$ cat src/rtl/conf_int_mul__pkg.sv
// conf_int_mul__pkg: shared widths, result range bounds and accumulator FSM states
package conf_int_mul__pkg;
   localparam int P_BW   = 32;
   localparam int ACC_BW = 40;
   localparam int LEN_BW = 9;
   localparam int OUT_BW = 32;
   localparam logic signed [31:0] RES_MAX = 32'sh7FFF_FFFF;
   localparam logic signed [31:0] RES_MIN = 32'sh8000_0000;
   typedef enum logic [1:0] {
      IDLE  = 2'b00,
      ACCUM = 2'b01,
      FULL  = 2'b10
   } state_t;
endpackage

$ cat src/rtl/conf_int_mul__acc_stage_if.sv
// conf_int_mul__acc_stage_if: product input, result output and status bundle of the accumulation stage
interface conf_int_mul__acc_stage_if
   import conf_int_mul__pkg::*;
#(
   parameter int P_BITWIDTH   = P_BW,
   parameter int LEN_BITWIDTH = LEN_BW,
   parameter int OUT_BITWIDTH = OUT_BW
);
   logic signed [P_BITWIDTH-1:0] P;
   logic                         p_valid;
   logic                         p_ready;
   logic [LEN_BITWIDTH-1:0]      dot_len;
   logic                         clear;
   logic [OUT_BITWIDTH-1:0]      result;
   logic                         result_valid;
   logic                         result_ready;
   logic                         busy;
   logic                         ovf;
   logic                         drop_err;
   modport master (
      output P, p_valid, dot_len, clear, result_ready,
      input  p_ready, result, result_valid, busy, ovf, drop_err
   );
   modport slave (
      input  P, p_valid, dot_len, clear, result_ready,
      output p_ready, result, result_valid, busy, ovf, drop_err
   );
endinterface

$ cat src/rtl/conf_int_mul__sat_reduce.sv
// conf_int_mul__sat_reduce: narrows the accumulator to the result width; clamps when CONF_INT_MUL_ACC_SAT_EN is defined, truncates otherwise
module conf_int_mul__sat_reduce
   import conf_int_mul__pkg::*;
#(
   parameter int ACC_BITWIDTH = ACC_BW,
   parameter int OUT_BITWIDTH = OUT_BW
) (
   input  logic signed [ACC_BITWIDTH-1:0] acc,
   output logic [OUT_BITWIDTH-1:0]        result,
   output logic                           ovf
);
`ifdef CONF_INT_MUL_ACC_SAT_EN
   localparam logic signed [ACC_BITWIDTH-1:0] HI = ACC_BITWIDTH'(RES_MAX);
   localparam logic signed [ACC_BITWIDTH-1:0] LO = ACC_BITWIDTH'(RES_MIN);
   logic over, under;
   // clamp into the signed result range and flag when clamping happened
   always_comb begin
      over   = acc > HI;
      under  = acc < LO;
      ovf    = over || under;
      result = OUT_BITWIDTH'(over ? HI : under ? LO : acc);
   end
`else
   logic unused_hi;
   assign result    = acc[OUT_BITWIDTH-1:0];
   assign ovf       = 1'b0;
   assign unused_hi = ^acc[ACC_BITWIDTH-1:OUT_BITWIDTH];
`endif
endmodule

$ cat src/rtl/conf_int_mul__acc_stage.sv
// conf_int_mul__acc_stage: dot-product accumulator behind the multiplier with a one-entry result register (saturation via CONF_INT_MUL_ACC_SAT_EN)
module conf_int_mul__acc_stage
   import conf_int_mul__pkg::*;
#(
   parameter int P_BITWIDTH   = P_BW,
   parameter int ACC_BITWIDTH = ACC_BW,
   parameter int LEN_BITWIDTH = LEN_BW,
   parameter int OUT_BITWIDTH = OUT_BW
) (
   input logic                    clk,
   input logic                    rstP,
   conf_int_mul__acc_stage_if.slave bus
);
   state_t state, state_nx;
   logic signed [ACC_BITWIDTH-1:0] acc, p_ext, sum_nx, red_in;
   logic [LEN_BITWIDTH-1:0]        cnt, len, cnt_nx, len_nx;
   logic                           take, done, out_free, load, drop;
   logic [OUT_BITWIDTH-1:0]        red_res;
   logic                           red_ovf;

   assign bus.p_ready = state != FULL;
   assign bus.busy    = state != IDLE;

   // product acceptance, running sum and completion / output-load decisions
   always_comb begin
      p_ext    = ACC_BITWIDTH'(signed'(bus.P[P_BITWIDTH-1:0]));
      out_free = !bus.result_valid || bus.result_ready;
      take     = bus.p_valid && bus.p_ready && !bus.clear;
      drop     = bus.p_valid && !bus.p_ready && !bus.clear;
      sum_nx   = state == IDLE ? p_ext : acc + p_ext;
      cnt_nx   = state == IDLE ? LEN_BITWIDTH'(1) : cnt + LEN_BITWIDTH'(1);
      len_nx   = state != IDLE ? len : bus.dot_len == '0 ? LEN_BITWIDTH'(1) : bus.dot_len;
      done     = take && cnt_nx == len_nx;
      load     = out_free && !bus.clear && (done || state == FULL);
      red_in   = state == FULL ? acc : sum_nx;
   end

   // next state: clear wins, a finished sum waits in FULL until the output register frees
   always_comb begin
      state_nx = state;
      if (bus.clear)
         state_nx = IDLE;
      else if (done || state == FULL)
         state_nx = out_free ? IDLE : FULL;
      else if (take)
         state_nx = ACCUM;
   end

   // FSM state register
   always_ff @(posedge clk) begin
      if (rstP)
         state <= IDLE;
      else
         state <= state_nx;
   end

   // partial sum, product count and sampled length
   always_ff @(posedge clk) begin
      if (rstP) begin
         acc <= '0;
         cnt <= '0;
         len <= '0;
      end else if (take) begin
         acc <= sum_nx;
         cnt <= cnt_nx;
         len <= len_nx;
      end
   end

   // one-entry output register; a load in the draining cycle replaces the old result seamlessly
   always_ff @(posedge clk) begin
      if (rstP) begin
         bus.result       <= '0;
         bus.ovf          <= 1'b0;
         bus.result_valid <= 1'b0;
      end else if (load) begin
         bus.result       <= red_res;
         bus.ovf          <= red_ovf;
         bus.result_valid <= 1'b1;
      end else if (bus.result_ready) begin
         bus.result_valid <= 1'b0;
      end
   end

   // sticky flag for products offered while the stage was full
   always_ff @(posedge clk) begin
      if (rstP)
         bus.drop_err <= 1'b0;
      else if (drop)
         bus.drop_err <= 1'b1;
   end

   conf_int_mul__sat_reduce #(
      .ACC_BITWIDTH(ACC_BITWIDTH),
      .OUT_BITWIDTH(OUT_BITWIDTH)
   ) u_sat_reduce (
      .acc   (red_in),
      .result(red_res),
      .ovf   (red_ovf)
   );
endmodule
$ cat src/flat_wrapper.sv
// flat-port wrapper written by rule: the top's interface ports become plain ports
module conf_int_mul__acc_stage_flat import conf_int_mul__pkg::*;
#(
   parameter int P_BITWIDTH   = P_BW,
   parameter int ACC_BITWIDTH = ACC_BW,
   parameter int LEN_BITWIDTH = LEN_BW,
   parameter int OUT_BITWIDTH = OUT_BW
)
  (clk, rstP, bus_P, bus_p_valid, bus_dot_len, bus_clear, bus_result_ready, bus_p_ready, bus_result, bus_result_valid, bus_busy, bus_ovf, bus_drop_err);
  conf_int_mul__acc_stage_if #(.P_BITWIDTH(P_BITWIDTH), .LEN_BITWIDTH(LEN_BITWIDTH), .OUT_BITWIDTH(OUT_BITWIDTH)) bus_i ();
  input logic clk;
  input logic rstP;
  input wire logic [$bits(bus_i.P)-1:0] bus_P;
  input wire logic [$bits(bus_i.p_valid)-1:0] bus_p_valid;
  input wire logic [$bits(bus_i.dot_len)-1:0] bus_dot_len;
  input wire logic [$bits(bus_i.clear)-1:0] bus_clear;
  input wire logic [$bits(bus_i.result_ready)-1:0] bus_result_ready;
  output wire logic [$bits(bus_i.p_ready)-1:0] bus_p_ready;
  output wire logic [$bits(bus_i.result)-1:0] bus_result;
  output wire logic [$bits(bus_i.result_valid)-1:0] bus_result_valid;
  output wire logic [$bits(bus_i.busy)-1:0] bus_busy;
  output wire logic [$bits(bus_i.ovf)-1:0] bus_ovf;
  output wire logic [$bits(bus_i.drop_err)-1:0] bus_drop_err;
  assign bus_i.P = bus_P;
  assign bus_i.p_valid = bus_p_valid;
  assign bus_i.dot_len = bus_dot_len;
  assign bus_i.clear = bus_clear;
  assign bus_i.result_ready = bus_result_ready;
  assign bus_p_ready = bus_i.p_ready;
  assign bus_result = bus_i.result;
  assign bus_result_valid = bus_i.result_valid;
  assign bus_busy = bus_i.busy;
  assign bus_ovf = bus_i.ovf;
  assign bus_drop_err = bus_i.drop_err;
  conf_int_mul__acc_stage #(.P_BITWIDTH(P_BITWIDTH), .ACC_BITWIDTH(ACC_BITWIDTH), .LEN_BITWIDTH(LEN_BITWIDTH), .OUT_BITWIDTH(OUT_BITWIDTH)) u_core (.clk(clk), .rstP(rstP), .bus(bus_i));
endmodule
$ cat config.mk
export PLATFORM = sky130hd
export DESIGN_NAME = conf_int_mul__acc_stage_flat
export DESIGN_NICKNAME = d
export VERILOG_FILES = /design/src/rtl/conf_int_mul__pkg.sv /design/src/rtl/conf_int_mul__acc_stage_if.sv /design/src/rtl/conf_int_mul__sat_reduce.sv /design/src/rtl/conf_int_mul__acc_stage.sv /design/src/flat_wrapper.sv
export SDC_FILE = /design/constraint.sdc
export NUM_CORES = 1
export LEC_CHECK = 0
export CAP_MARGIN = 20
export CORE_ASPECT_RATIO = 0.5
export CORE_MARGIN = 4
export CORE_UTILIZATION = 65
export CTS_CLUSTER_DIAMETER = 50
export DETAILED_ROUTE_END_ITERATION = 16
export DONT_BUFFER_PORTS = 1
export GPL_ROUTABILITY_DRIVEN = 0
export PLACE_DENSITY = 0.81
export SYNTH_ARGS = -nofsm -noshare
export SYNTH_HDL_FRONTEND = slang
export SYNTH_SLANG_ARGS = --single-unit
$ cat constraint.sdc
create_clock -name clk -period 3.9 [get_ports clk]
set_input_delay 0.975 -clock clk [delete_from_list [all_inputs] [get_ports clk]]
set_output_delay 0.975 -clock clk [all_outputs]
set_load 0.02 [all_outputs]
==> results of run 1 <==
## worst max path at each step
stage                     cells after the start  slack (ps)     start                    end
after floorplan                              11         300  bus_P[0]  u_core.bus.result[30]
after global placement                       11         140  bus_P[0]  u_core.bus.result[30]
after detailed placement                     11         100  bus_P[0]  u_core.bus.result[30]
after CTS                                    11         440  bus_P[0]  u_core.bus.result[30]
after global routing                         11         230  bus_P[0]  u_core.bus.result[30]
final                                        11         400  bus_P[0]  u_core.bus.result[30]
## synthesized netlist by cell type (all sizes together), types with 2 or more instances
library cell / number / share of area
nor2b: 8 / 0.0087
inv: 10 / 0.0065
a22oi: 2 / 0.0026
o32ai: 2 / 0.0044
a211oi: 25 / 0.033
o21ai: 44 / 0.039
xnor2: 23 / 0.035
and3: 2 / 0.0022
dfxtp: 86 / 0.30
o21bai: 4 / 0.0052
buf: 10 / 0.0081
nor3: 15 / 0.013
a22o: 6 / 0.0092
a32oi: 2 / 0.0031
or2: 6 / 0.0065
a211o: 12 / 0.018
nand4: 14 / 0.015
nor2: 84 / 0.055
xor2: 21 / 0.032
nand2b: 2 / 0.0022
ha: 32 / 0.070
nor4: 5 / 0.0054
o21a: 4 / 0.0052
mux2i: 14 / 0.024
or3: 2 / 0.0022
nand2: 106 / 0.069
a31oi: 12 / 0.013
a21o: 15 / 0.020
o211a: 2 / 0.0035
a21oi: 101 / 0.088
o211ai: 7 / 0.0092
clkbuf: 41 / 0.027
nand3: 15 / 0.013
o22ai: 2 / 0.0022
o31ai: 3 / 0.0039
a311oi: 9 / 0.015
mux2: 3 / 0.0059
## state kept, by name (all words and copies together) (netlist names)
signal                   flops
u_core.cnt                   9
u_core.bus.result           32
u_core.bus.drop_err          1
u_core.bus.result_valid      1
u_core.acc                  32
u_core.len                   9
u_core.state                 2
## stage by stage
stage / instances / utilization / setup slack (ps) / hold WS, ps
final: 857 / 0.738 / 398 / 467
after global placement: 842 / 0.700 / 143 / 451
after global routing: 857 / 0.738 / 228 / 479
after CTS: 857 / 0.738 / 445 / 465
after floorplan: 767 / - / 301 / 448
after detailed placement: 842 / 0.700 / 102 / 456
## routing by layer
metal | GRT usage | part of all wire | wire length (um)
met4 | 0.107 | 0.018 | 290
met1 | 0.415 | 0.45 | 7140
met2 | 0.483 | 0.44 | 6920
met5 | 0 | 0 | 0
met3 | 0.0899 | 0.096 | 1530
## report_power, final
| group | leakage (nW) | switching (mW) | internal [mW] |
|---|---|---|---|
| logic | 1.52 | 0.255 | 0.166 |
| registers | 0.700 | 0.0243 | 0.906 |
| clock network | 0.155 | 0.371 | 0.576 |
## kinds of logic (layout without fill, tap and decap cells)
logic type      Yosys count  in the layout  synth area share
simple gates            263            263             0.199
compound gates          261            261             0.288
flops                    86             86             0.300
buf+inv                  62             40            0.0420
xor+xnor                 44             44            0.0671
fa+ha+maj                33             33            0.0732
mux                      17             17            0.0303
other cells               1              1          0.000653
## area by class of cell
cell class | count | area, sq um
clock buffer | 10 | 239
sequential | 86 | 1720
inverter | 11 | 41.3
fill | 662 | 2170
multi-input combinational | 619 | 3790
tap | 112 | 140
timing repair buffer | 14 | 105
clock inverter | 5 | 81.3
## worst reg2reg max path, cell delays in order (launching register included)
cell	delay, ps
sky130_fd_sc_hd__dfxtp_1	330
sky130_fd_sc_hd__ha_1	240
sky130_fd_sc_hd__fa_1	420
sky130_fd_sc_hd__a21o_1	220
sky130_fd_sc_hd__a311oi_2	350
sky130_fd_sc_hd__o32ai_2	190
sky130_fd_sc_hd__a311o_1	460
sky130_fd_sc_hd__a31oi_1	190
sky130_fd_sc_hd__a21oi_1	100
sky130_fd_sc_hd__xor2_1	160
sky130_fd_sc_hd__mux2_2	270
sky130_fd_sc_hd__a22o_1	170
==> flow_results.xml, run 1 <==
<?xml version="1.0" encoding="UTF-8"?>
<metrics>
  <group name="sta">
    <metric name="layout_min_cycle_time" unit="ps">3500</metric>
    <metric name="final_setup_violation_count" unit="">0</metric>
    <metric name="hold_viol_final" unit="">0</metric>
    <metric name="max_freq" unit="MHz">286</metric>
    <metric name="worstMarginPinSlew" unit="ps">995</metric>
    <metric name="timing.clock.skew" unit="ps">6.12</metric>
    <metric name="timing.final.max_slew_violations" unit="">0</metric>
    <metric name="min_period_over_period" unit="">0.898</metric>
    <metric name="timing.max_slew.rel_slack" unit="">0.337</metric>
    <metric name="timing.setup.tns" unit="ps">0</metric>
    <metric name="rsz0062_at_grt" unit="">false</metric>
  </group>
  <group name="yosys">
    <metric name="mappedNetlistNets" unit="">846</metric>
    <metric name="cell_area_synth" unit="sq um">5740</metric>
    <metric name="synth-edff-count" unit="">0</metric>
    <metric name="avgSynthCellArea" unit="sq um">7.49</metric>
    <metric name="synth_ff_type" unit="">sky130_fd_sc_hd__dfxtp_1</metric>
    <metric name="ys_async_sr_fraction" unit="">0</metric>
    <metric name="synth.distinct_cells" unit="">62</metric>
    <metric name="ys_seq_elements" unit="">86</metric>
    <metric name="yosysSeqAreaShare" unit="">0.300</metric>
    <metric name="number_of_synthesis_warnings" unit="">0</metric>
    <metric name="synth_cells" unit="">767</metric>
  </group>
  <group name="critical_path">
    <metric name="worst-setup-path-type" unit="">input port to flip-flop</metric>
    <metric name="peak_fanout_along_the_critical_path" unit="">4</metric>
    <metric name="worstPathBufferInverterCount" unit="">0</metric>
    <metric name="worst-endpoint-required" unit="ps">4140</metric>
    <metric name="worst_path_dominant_cell_family" unit="">compound AO/OA/AOI/OAI gates</metric>
    <metric name="critical-path-max-stage-delay" unit="ps">460</metric>
    <metric name="reg2reg_slack" unit="ps">690</metric>
    <metric name="rr_startpoint" unit="">u_core.acc[0]</metric>
    <metric name="start_kind" unit="">input port</metric>
    <metric name="r2r.worst_path.cells" unit="">11</metric>
    <metric name="reg2reg_to" unit="">u_core.bus.result[30]</metric>
    <metric name="worst_setup_path_end_kind" unit="">flip-flop</metric>
    <metric name="cp_slowest_cell" unit="">sky130_fd_sc_hd__a311o_1</metric>
    <metric name="critical_path.cell_chain" unit="">ha_1, fa_1, a21o_1, a311oi_2, o32ai_2, a311o_1, a31oi_1, a21oi_1, xor2_1, mux2_2, a22o_1</metric>
    <metric name="critPathArrivalTime" unit="ps">3740</metric>
  </group>
  <group name="final_layout">
    <metric name="leading_cell_types_in_the_layout_fill_and_taps_excluded" unit="">106 x sky130_fd_sc_hd__nand2_1, 101 x sky130_fd_sc_hd__a21oi_1, 86 x sky130_fd_sc_hd__dfxtp_1</metric>
    <metric name="nets" unit="">820</metric>
    <metric name="drive_above_1_share" unit="">0.0550</metric>
    <metric name="final_cell_area" unit="sq um">6120</metric>
    <metric name="areaGrowthSynthToFinish" unit="%">6.54</metric>
    <metric name="antenna_cells" unit="">0</metric>
    <metric name="layout_commonest_cell" unit="">sky130_fd_sc_hd__nand2_1</metric>
  </group>
  <group name="placed_design">
    <metric name="post_dp_cell_area" unit="sq um">5800</metric>
    <metric name="dp.final_hpwl" unit="mm">10.9</metric>
    <metric name="place.port_buffers" unit="">0</metric>
  </group>
  <group name="drt">
    <metric name="routed_wire_length_per_instance" unit="um">18.5</metric>
    <metric name="wl" unit="mm">15.9</metric>
    <metric name="dr.pass1.iters" unit="">5</metric>
    <metric name="final_antenna_net_count" unit="">0</metric>
    <metric name="drt_iter0_drc" unit="">521</metric>
    <metric name="drt-vias-per-instance" unit="">6.55</metric>
    <metric name="vias" unit="">5615</metric>
    <metric name="drc_errors" unit="">0</metric>
  </group>
  <group name="floorplanning">
    <metric name="rows" unit="">23</metric>
    <metric name="fp.dieW" unit="um">141</metric>
    <metric name="fp.dieH" unit="um">74.5</metric>
    <metric name="design.core.area" unit="sq um">8290</metric>
    <metric name="io_pins" unit="">83</metric>
    <metric name="initial_utilization" unit="">0.693</metric>
    <metric name="floorplan.die_area" unit="sq um">10500</metric>
  </group>
  <group name="grt">
    <metric name="antenna_found_initial" unit="">0</metric>
    <metric name="first_global_vias" unit="">5180</metric>
    <metric name="grt_pass1_wl" unit="mm">26.0</metric>
    <metric name="grt_overflow_total" unit="">0</metric>
    <metric name="grt_max_degree" unit="">70</metric>
    <metric name="gr-usage-all-layers" unit="">0.309</metric>
  </group>
  <group name="clock_network">
    <metric name="cts_hold_buffers" unit="">0</metric>
    <metric name="clockBufferDepth" unit="">2</metric>
    <metric name="cts_root_buf" unit="">sky130_fd_sc_hd__clkbuf_16</metric>
    <metric name="numCtsBuffers" unit="">9</metric>
    <metric name="clock_tree_from_tritoncts" unit="">done</metric>
    <metric name="cts-resized-gates" unit="">0</metric>
    <metric name="cts.reportedPaths.clkPinSlew" unit="ps">60</metric>
    <metric name="clock_sink_count" unit="">86</metric>
    <metric name="worstSkewPairLatency" unit="ps">350</metric>
    <metric name="h-tree-depth" unit="">3</metric>
    <metric name="cts.repair_timing.setup_buffer_count" unit="">0</metric>
  </group>
  <group name="hold_path">
    <metric name="min-delay-start" unit="">u_core.len[4]</metric>
    <metric name="min_path_cells" unit="">2</metric>
    <metric name="hold-path-endpoint" unit="">u_core.len[4]</metric>
    <metric name="holdCritPathClass" unit="">flip-flop to flip-flop</metric>
  </group>
  <group name="run_status">
    <metric name="run_status" unit="">complete, no violations</metric>
  </group>
  <group name="power_and_ir_drop">
    <metric name="total_leakage_power" unit="nW">2.38</metric>
    <metric name="finalPower" unit="mW">2.30</metric>
    <metric name="powerDensity" unit="nW/um^2">376</metric>
    <metric name="max-vdd-ir-drop" unit="mV">0.261</metric>
  </group>
  <group name="flow_run">
    <metric name="max-cap-violations" unit="">0</metric>
  </group>
</metrics>
Note: power is estimated with default switching activity, not from simulation.
==> inputs of run 2 (changes only) <==
--- a/config.mk
+++ b/config.mk
@@ -13,7 +13,7 @@
 export DETAILED_ROUTE_END_ITERATION = 16
 export DONT_BUFFER_PORTS = 1
 export GPL_ROUTABILITY_DRIVEN = 0
-export PLACE_DENSITY = 0.81
+export PLACE_DENSITY_LB_ADDON = 0.12
 export SYNTH_ARGS = -nofsm -noshare
 export SYNTH_HDL_FRONTEND = slang
 export SYNTH_SLANG_ARGS = --single-unit
==> run 2 against run 1 <==
Setup slack got worse by 37 ps. Sequential power barely moved. Count of clock-buffer cells in the layout up 1. Register-to-register slack worse by 30 ps. Critical path type unchanged. Highest routed layer unchanged. Critical path depth is the same. Fmax fell by 1.1%. Hold slack worse by 2.8 ps. Die area unchanged. First-iteration DRC count grew 6.3%. Non-clock buffer count is 1 lower.
==> flow_results.xml, run 2 (synthesis results as in run 1) <==
<?xml version="1.0" encoding="UTF-8"?>
<metrics>
  <group name="grt">
    <metric name="gr-usage-all-layers" unit="">0.302</metric>
    <metric name="grt_overflow_total" unit="">0</metric>
    <metric name="grt_max_degree" unit="">70</metric>
    <metric name="grt_pass1_wl" unit="mm">25.7</metric>
    <metric name="antenna_found_initial" unit="">0</metric>
    <metric name="first_global_vias" unit="">5142</metric>
  </group>
  <group name="run_status">
    <metric name="run_status" unit="">complete, no violations</metric>
  </group>
  <group name="critical_path">
    <metric name="worst-setup-path-type" unit="">input port to flip-flop</metric>
    <metric name="reg2reg_slack" unit="ps">660</metric>
    <metric name="worst_setup_path_end_kind" unit="">flip-flop</metric>
    <metric name="r2r.worst_path.cells" unit="">11</metric>
    <metric name="start_kind" unit="">input port</metric>
    <metric name="reg2reg_to" unit="">u_core.bus.result[30]</metric>
    <metric name="critPathArrivalTime" unit="ps">3780</metric>
    <metric name="rr_startpoint" unit="">u_core.acc[0]</metric>
    <metric name="worst-endpoint-required" unit="ps">4140</metric>
    <metric name="peak_fanout_along_the_critical_path" unit="">4</metric>
  </group>
  <group name="final_layout">
    <metric name="largest_registers" unit="">u_core.acc (32), u_core.bus.result (32)</metric>
    <metric name="fin_util" unit="">0.732</metric>
    <metric name="nets" unit="">819</metric>
    <metric name="final_cell_area" unit="sq um">6070</metric>
    <metric name="areaGrowthSynthToFinish" unit="%">5.62</metric>
    <metric name="layout_commonest_cell" unit="">sky130_fd_sc_hd__nand2_1</metric>
    <metric name="antenna_cells" unit="">0</metric>
    <metric name="leading_cell_types_in_the_layout_fill_and_taps_excluded" unit="">106 x sky130_fd_sc_hd__nand2_1, 101 x sky130_fd_sc_hd__a21oi_1, 86 x sky130_fd_sc_hd__dfxtp_1</metric>
    <metric name="drive_above_1_share" unit="">0.0538</metric>
  </group>
  <group name="hold_path">
    <metric name="min_path_cells" unit="">2</metric>
    <metric name="holdCritPathClass" unit="">flip-flop to flip-flop</metric>
    <metric name="min-delay-start" unit="">u_core.len[1]</metric>
    <metric name="hold-path-endpoint" unit="">u_core.len[1]</metric>
  </group>
  <group name="clock_network">
    <metric name="cts.reportedPaths.clkPinSlew" unit="ps">60</metric>
    <metric name="worstSkewPairLatency" unit="ps">340</metric>
    <metric name="cts.repair_timing.setup_buffer_count" unit="">0</metric>
    <metric name="cts_hold_buffers" unit="">0</metric>
    <metric name="cts-resized-gates" unit="">0</metric>
    <metric name="numCtsBuffers" unit="">9</metric>
    <metric name="clockBufferDepth" unit="">2</metric>
    <metric name="clock_sink_count" unit="">86</metric>
    <metric name="h-tree-depth" unit="">3</metric>
    <metric name="clock_tree_from_tritoncts" unit="">done</metric>
    <metric name="cts_root_buf" unit="">sky130_fd_sc_hd__clkbuf_16</metric>
  </group>
  <group name="sta">
    <metric name="timing.clock.skew" unit="ps">7.68</metric>
    <metric name="worstMarginPinSlew" unit="ps">861</metric>
    <metric name="hold-worst-slack" unit="ps">464</metric>
    <metric name="timing.max_slew.rel_slack" unit="">0.426</metric>
    <metric name="hold_viol_final" unit="">0</metric>
    <metric name="layout_min_cycle_time" unit="ps">3540</metric>
    <metric name="min_period_over_period" unit="">0.908</metric>
    <metric name="timing.final.max_slew_violations" unit="">0</metric>
    <metric name="timing.setup.tns" unit="ps">0</metric>
    <metric name="rsz0062_at_grt" unit="">false</metric>
    <metric name="max_freq" unit="MHz">283</metric>
    <metric name="final_setup_violation_count" unit="">0</metric>
  </group>
  <group name="drt">
    <metric name="final_antenna_net_count" unit="">0</metric>
    <metric name="wl" unit="mm">15.6</metric>
    <metric name="routed_wire_length_per_instance" unit="um">18.3</metric>
    <metric name="dr.pass1.iters" unit="">5</metric>
    <metric name="drt-vias-per-instance" unit="">6.51</metric>
    <metric name="drc_errors" unit="">0</metric>
    <metric name="drt_iter0_drc" unit="">554</metric>
    <metric name="vias" unit="">5576</metric>
  </group>
  <group name="floorplanning">
    <metric name="initial_utilization" unit="">0.693</metric>
    <metric name="rows" unit="">23</metric>
    <metric name="fp.dieH" unit="um">74.5</metric>
    <metric name="io_pins" unit="">83</metric>
    <metric name="design.core.area" unit="sq um">8290</metric>
    <metric name="fp.dieW" unit="um">141</metric>
    <metric name="floorplan.die_area" unit="sq um">10500</metric>
  </group>
  <group name="power_and_ir_drop">
    <metric name="max-vdd-ir-drop" unit="mV">0.259</metric>
    <metric name="powerDensity" unit="nW/um^2">357</metric>
    <metric name="total_leakage_power" unit="nW">2.36</metric>
  </group>
  <group name="placed_design">
    <metric name="dp.final_hpwl" unit="mm">11.0</metric>
    <metric name="post_dp_cell_area" unit="sq um">5790</metric>
    <metric name="place.port_buffers" unit="">0</metric>
  </group>
  <group name="flow_run">
    <metric name="max-cap-violations" unit="">0</metric>
  </group>
</metrics>
-- run 2: worst max-delay path by stage --
| stage | start | to | depth (start not counted) |
|---|---|---|---|
| after global routing | bus_P[0] | u_core.bus.result[30] | 11 |
| after global placement | bus_P[0] | u_core.bus.result[30] | 11 |
| final | bus_P[0] | u_core.bus.result[30] | 11 |
| after CTS | bus_P[0] | u_core.bus.result[30] | 11 |
| after floorplan | bus_P[0] | u_core.bus.result[30] | 11 |
| after detailed placement | bus_P[0] | u_core.bus.result[30] | 11 |
-- run 2: layout make-up --
| type | count | area (sq um) |
|---|---|---|
| inverters | 11 | 41.3 |
| clock buffers | 11 | 253 |
| clock inverters | 4 | 22.5 |
| multi-input cells | 619 | 3790 |
| repair buffers | 13 | 97.6 |
| flip-flops and latches | 86 | 1720 |
| fillers | 680 | 2220 |
| well taps | 112 | 140 |
-- run 2: metrics by stage --
stage / power, mW / std cells / worst slack [ps]
3_3_place_gp: 1.34 / 841 / 144
4_1_cts: 2.16 / 856 / 392
6_report: 2.16 / 856 / 361
3_5_place_dp: 1.36 / 841 / 47.9
2_1_floorplan: 1.28 / 767 / 301
5_1_grt: 2.25 / 856 / 186
-- run 2: critical path: stages --
cell and delay, ps:
sky130_fd_sc_hd__ha_1 220, sky130_fd_sc_hd__fa_1 430, sky130_fd_sc_hd__a21o_1 230, sky130_fd_sc_hd__a311oi_2 370, sky130_fd_sc_hd__o32ai_2 190, sky130_fd_sc_hd__a311o_1 450
sky130_fd_sc_hd__a31oi_1 200, sky130_fd_sc_hd__a21oi_1 110, sky130_fd_sc_hd__xor2_1 160, sky130_fd_sc_hd__mux2_2 270, sky130_fd_sc_hd__a22o_1 170
-- run 2: where the power goes --
part	leakage, nW	switching [mW]	internal (mW)
Clock	0.137	0.353	0.460
Combinational	1.52	0.256	0.165
Sequential	0.700	0.0240	0.906
Total	2.36	0.633	1.53
-- run 2: metal layers --
| metal | routed length (um) | GRT usage | part of all wire |
|---|---|---|---|
| met5 | 0 | 0 | 0 |
| met4 | 216 | 0.0763 | 0.014 |
| met3 | 1680 | 0.0854 | 0.11 |
| met2 | 6940 | 0.496 | 0.44 |
| met1 | 6810 | 0.399 | 0.44 |
==> inputs of run 3 (changes only) <==
--- a/config.mk
+++ b/config.mk
@@ -6,9 +6,11 @@
 export NUM_CORES = 1
 export LEC_CHECK = 0
 export CAP_MARGIN = 20
+export CELL_PAD_IN_SITES_DETAIL_PLACEMENT = 1
+export CELL_PAD_IN_SITES_GLOBAL_PLACEMENT = 1
 export CORE_ASPECT_RATIO = 0.5
 export CORE_MARGIN = 4
-export CORE_UTILIZATION = 65
+export CORE_UTILIZATION = 48
 export CTS_CLUSTER_DIAMETER = 50
 export DETAILED_ROUTE_END_ITERATION = 16
 export DONT_BUFFER_PORTS = 1
@@ -16,4 +18,5 @@
 export PLACE_DENSITY_LB_ADDON = 0.12
 export SYNTH_ARGS = -nofsm -noshare
 export SYNTH_HDL_FRONTEND = slang
+export SYNTH_HIERARCHICAL = 1
 export SYNTH_SLANG_ARGS = --single-unit
==> constraint.sdc (replaced) <==
create_clock -name clk -period 3.9 [get_ports clk]
set_input_delay 0.195 -clock clk [delete_from_list [all_inputs] [get_ports clk]]
set_output_delay 0.195 -clock clk [all_outputs]
set_load 0.02 [all_outputs]
==> run 3 against run 2 <==
Design area grew 2.7%. Global-route usage down 6.7 points. Power up 2.4%. Sequential share of layout area fell by 0.44 points. Critical path depth unchanged. Largest power group unchanged. Critical path type is now flip-flop to flip-flop. Count of clock-buffer cells in the layout did not move. Die area is 38% higher. Sequential power is 3.0% higher. Clock skew rose by 0.76 ps. Final cell count rose by 5.1%. Critical endpoint is now u_core/acc[28].
==> flow_results.xml, run 3 <==
<?xml version="1.0" encoding="UTF-8"?>
<metrics>
  <group name="hold_path">
    <metric name="holdCritPathClass" unit="">input port to flip-flop</metric>
    <metric name="min-delay-start" unit="">bus_P[23]</metric>
  </group>
  <group name="sta">
    <metric name="timing.clock.skew" unit="ps">8.44</metric>
    <metric name="min_period_over_period" unit="">0.869</metric>
    <metric name="rsz0062_at_grt" unit="">false</metric>
    <metric name="timing.max_slew.rel_slack" unit="">0.520</metric>
    <metric name="worstMarginPinSlew" unit="ps">717</metric>
    <metric name="timing.final.ws_setup" unit="ps">509</metric>
    <metric name="hold_viol_final" unit="">0</metric>
    <metric name="final_setup_violation_count" unit="">0</metric>
    <metric name="max_freq" unit="MHz">295</metric>
    <metric name="layout_min_cycle_time" unit="ps">3390</metric>
    <metric name="timing.setup.tns" unit="ps">0</metric>
    <metric name="timing.final.max_slew_violations" unit="">0</metric>
  </group>
  <group name="floorplanning">
    <metric name="fp.dieW" unit="um">166</metric>
    <metric name="floorplan.die_area" unit="sq um">14500</metric>
    <metric name="design.core.area" unit="sq um">12000</metric>
    <metric name="fp.dieH" unit="um">87.1</metric>
    <metric name="initial_utilization" unit="">0.500</metric>
    <metric name="rows" unit="">28</metric>
    <metric name="io_pins" unit="">83</metric>
  </group>
  <group name="critical_path">
    <metric name="worst-endpoint-required" unit="ps">4110</metric>
    <metric name="cp_slowest_cell" unit="">sky130_fd_sc_hd__nor4_1</metric>
    <metric name="worst_path_dominant_cell_family" unit="">compound AO/OA/AOI/OAI gates</metric>
    <metric name="worstPathBufferInverterCount" unit="">0</metric>
    <metric name="critPathArrivalTime" unit="ps">3600</metric>
    <metric name="critical_path.cell_chain" unit="">ha_1, a21o_1, a21oi_1, o21ai_0, and2_1, nor4_1, nor3_1, o41a_1, nor2_1, xor2_1, a2111oi_0</metric>
    <metric name="worst_setup_path_end_kind" unit="">flip-flop</metric>
    <metric name="crit_start" unit="">u_core/acc[7]</metric>
    <metric name="rr_startpoint" unit="">u_core/acc[7]</metric>
    <metric name="worst-setup-path-type" unit="">flip-flop to flip-flop</metric>
    <metric name="start_kind" unit="">flip-flop</metric>
    <metric name="critical-path-max-stage-delay" unit="ps">560</metric>
    <metric name="peak_fanout_along_the_critical_path" unit="">5</metric>
  </group>
  <group name="drt">
    <metric name="vias" unit="">5194</metric>
    <metric name="drc_errors" unit="">0</metric>
    <metric name="drt_iter0_drc" unit="">296</metric>
    <metric name="routed_wire_length_per_instance" unit="um">18.4</metric>
    <metric name="drt-vias-per-instance" unit="">5.77</metric>
    <metric name="wl" unit="mm">16.6</metric>
    <metric name="final_antenna_net_count" unit="">0</metric>
    <metric name="dr.pass1.iters" unit="">4</metric>
  </group>
  <group name="clock_network">
    <metric name="cts.reportedPaths.clkPinSlew" unit="ps">70</metric>
    <metric name="worstSkewPairLatency" unit="ps">340</metric>
    <metric name="cts_root_buf" unit="">sky130_fd_sc_hd__clkbuf_16</metric>
    <metric name="cts_hold_buffers" unit="">10</metric>
    <metric name="clockBufferDepth" unit="">2</metric>
    <metric name="cts-resized-gates" unit="">0</metric>
    <metric name="cts.repair_timing.setup_buffer_count" unit="">0</metric>
    <metric name="h-tree-depth" unit="">3</metric>
    <metric name="clock_sink_count" unit="">87</metric>
    <metric name="clock_tree_from_tritoncts" unit="">done</metric>
    <metric name="numCtsBuffers" unit="">9</metric>
  </group>
  <group name="grt">
    <metric name="antenna_found_initial" unit="">0</metric>
    <metric name="grt_pass1_wl" unit="mm">27.9</metric>
    <metric name="gr-usage-all-layers" unit="">0.234</metric>
    <metric name="grt_overflow_total" unit="">0</metric>
    <metric name="grt_max_degree" unit="">78</metric>
    <metric name="first_global_vias" unit="">5337</metric>
  </group>
  <group name="yosys">
    <metric name="synth_cells" unit="">782</metric>
    <metric name="avgSynthCellArea" unit="sq um">7.69</metric>
    <metric name="mappedNetlistNets" unit="">862</metric>
    <metric name="cell_area_synth" unit="sq um">6010</metric>
    <metric name="number_of_synthesis_warnings" unit="">6</metric>
  </group>
  <group name="final_layout">
    <metric name="layout_commonest_cell" unit="">sky130_fd_sc_hd__nor2_1</metric>
    <metric name="largest_registers" unit="">u_core/acc (32), u_core/bus.result (32)</metric>
    <metric name="layout.filler_cells" unit="">1482</metric>
    <metric name="fin_util" unit="">0.519</metric>
    <metric name="drive_above_1_share" unit="">0.0599</metric>
    <metric name="nets" unit="">810</metric>
    <metric name="leading_cell_types_in_the_layout_fill_and_taps_excluded" unit="">123 x sky130_fd_sc_hd__nor2_1, 87 x sky130_fd_sc_hd__dfxtp_1, 78 x sky130_fd_sc_hd__nand2_1</metric>
    <metric name="areaGrowthSynthToFinish" unit="%">3.64</metric>
    <metric name="antenna_cells" unit="">0</metric>
  </group>
  <group name="placed_design">
    <metric name="dp.final_hpwl" unit="mm">11.9</metric>
    <metric name="place.port_buffers" unit="">0</metric>
    <metric name="pre_cts_slack" unit="ps">545</metric>
  </group>
  <group name="flow_run">
    <metric name="max-cap-violations" unit="">0</metric>
  </group>
  <group name="power_and_ir_drop">
    <metric name="total_leakage_power" unit="nW">2.48</metric>
    <metric name="max-vdd-ir-drop" unit="mV">0.213</metric>
    <metric name="powerDensity" unit="nW/um^2">356</metric>
  </group>
  <group name="run_status">
    <metric name="run_status" unit="">complete, no violations</metric>
  </group>
</metrics>
run 3: path summary, 6_finish.rpt:
path / endpoint / slack [ps] / depth (start not counted)
setup / recovery: u_core/acc[28] / 510 / 11
hold / removal: u_core/acc[23] / 20 / 2
setup reg to reg: u_core/acc[28] / 510 / 11
hold reg to reg: u_core/len[2] / 480 / 2
run 3: per-layer routing:
metal | GRT usage | routed length, um | vias up
met4 | 0.0371 | 101 | 0
met1 | 0.318 | 8020 | 2489
li1 | - | - | 2594
met5 | 0 | 0 | -
met3 | 0.0598 | 1110 | 8
met2 | 0.389 | 7370 | 103
run 3: through the flow:
stage / hold WS, ps / total power, mW / instances / cell area [sq um]
6_report: 21.1 / 2.22 / 900 / 6230
3_3_place_gp: 273 / 1.38 / 874 / 5840
5_1_grt: 24.1 / 2.34 / 900 / 6230
2_1_floorplan: 274 / 1.35 / 782 / 6010
3_5_place_dp: 276 / 1.39 / 874 / 5840
4_1_cts: 10.7 / 2.24 / 900 / 6230
run 3: cell type report:
| type | count | area (sq um) | area share |
|---|---|---|---|
| clock inverter | 5 | 33.8 | 0.00542 |
| tap | 165 | 206 | 0.0331 |
| sequential | 87 | 1740 | 0.279 |
| inverter | 10 | 37.5 | 0.00602 |
| timing repair buffer | 19 | 198 | 0.0317 |
| clock buffer | 11 | 243 | 0.0389 |
| multi-input combinational | 603 | 3770 | 0.605 |
run 3: power by group:
part,leakage [nW],internal [mW],switching (mW)
Sequential,0.709,0.923,0.0350
Clock,0.132,0.449,0.363
Combinational,1.64,0.182,0.264
Total,2.48,1.55,0.662
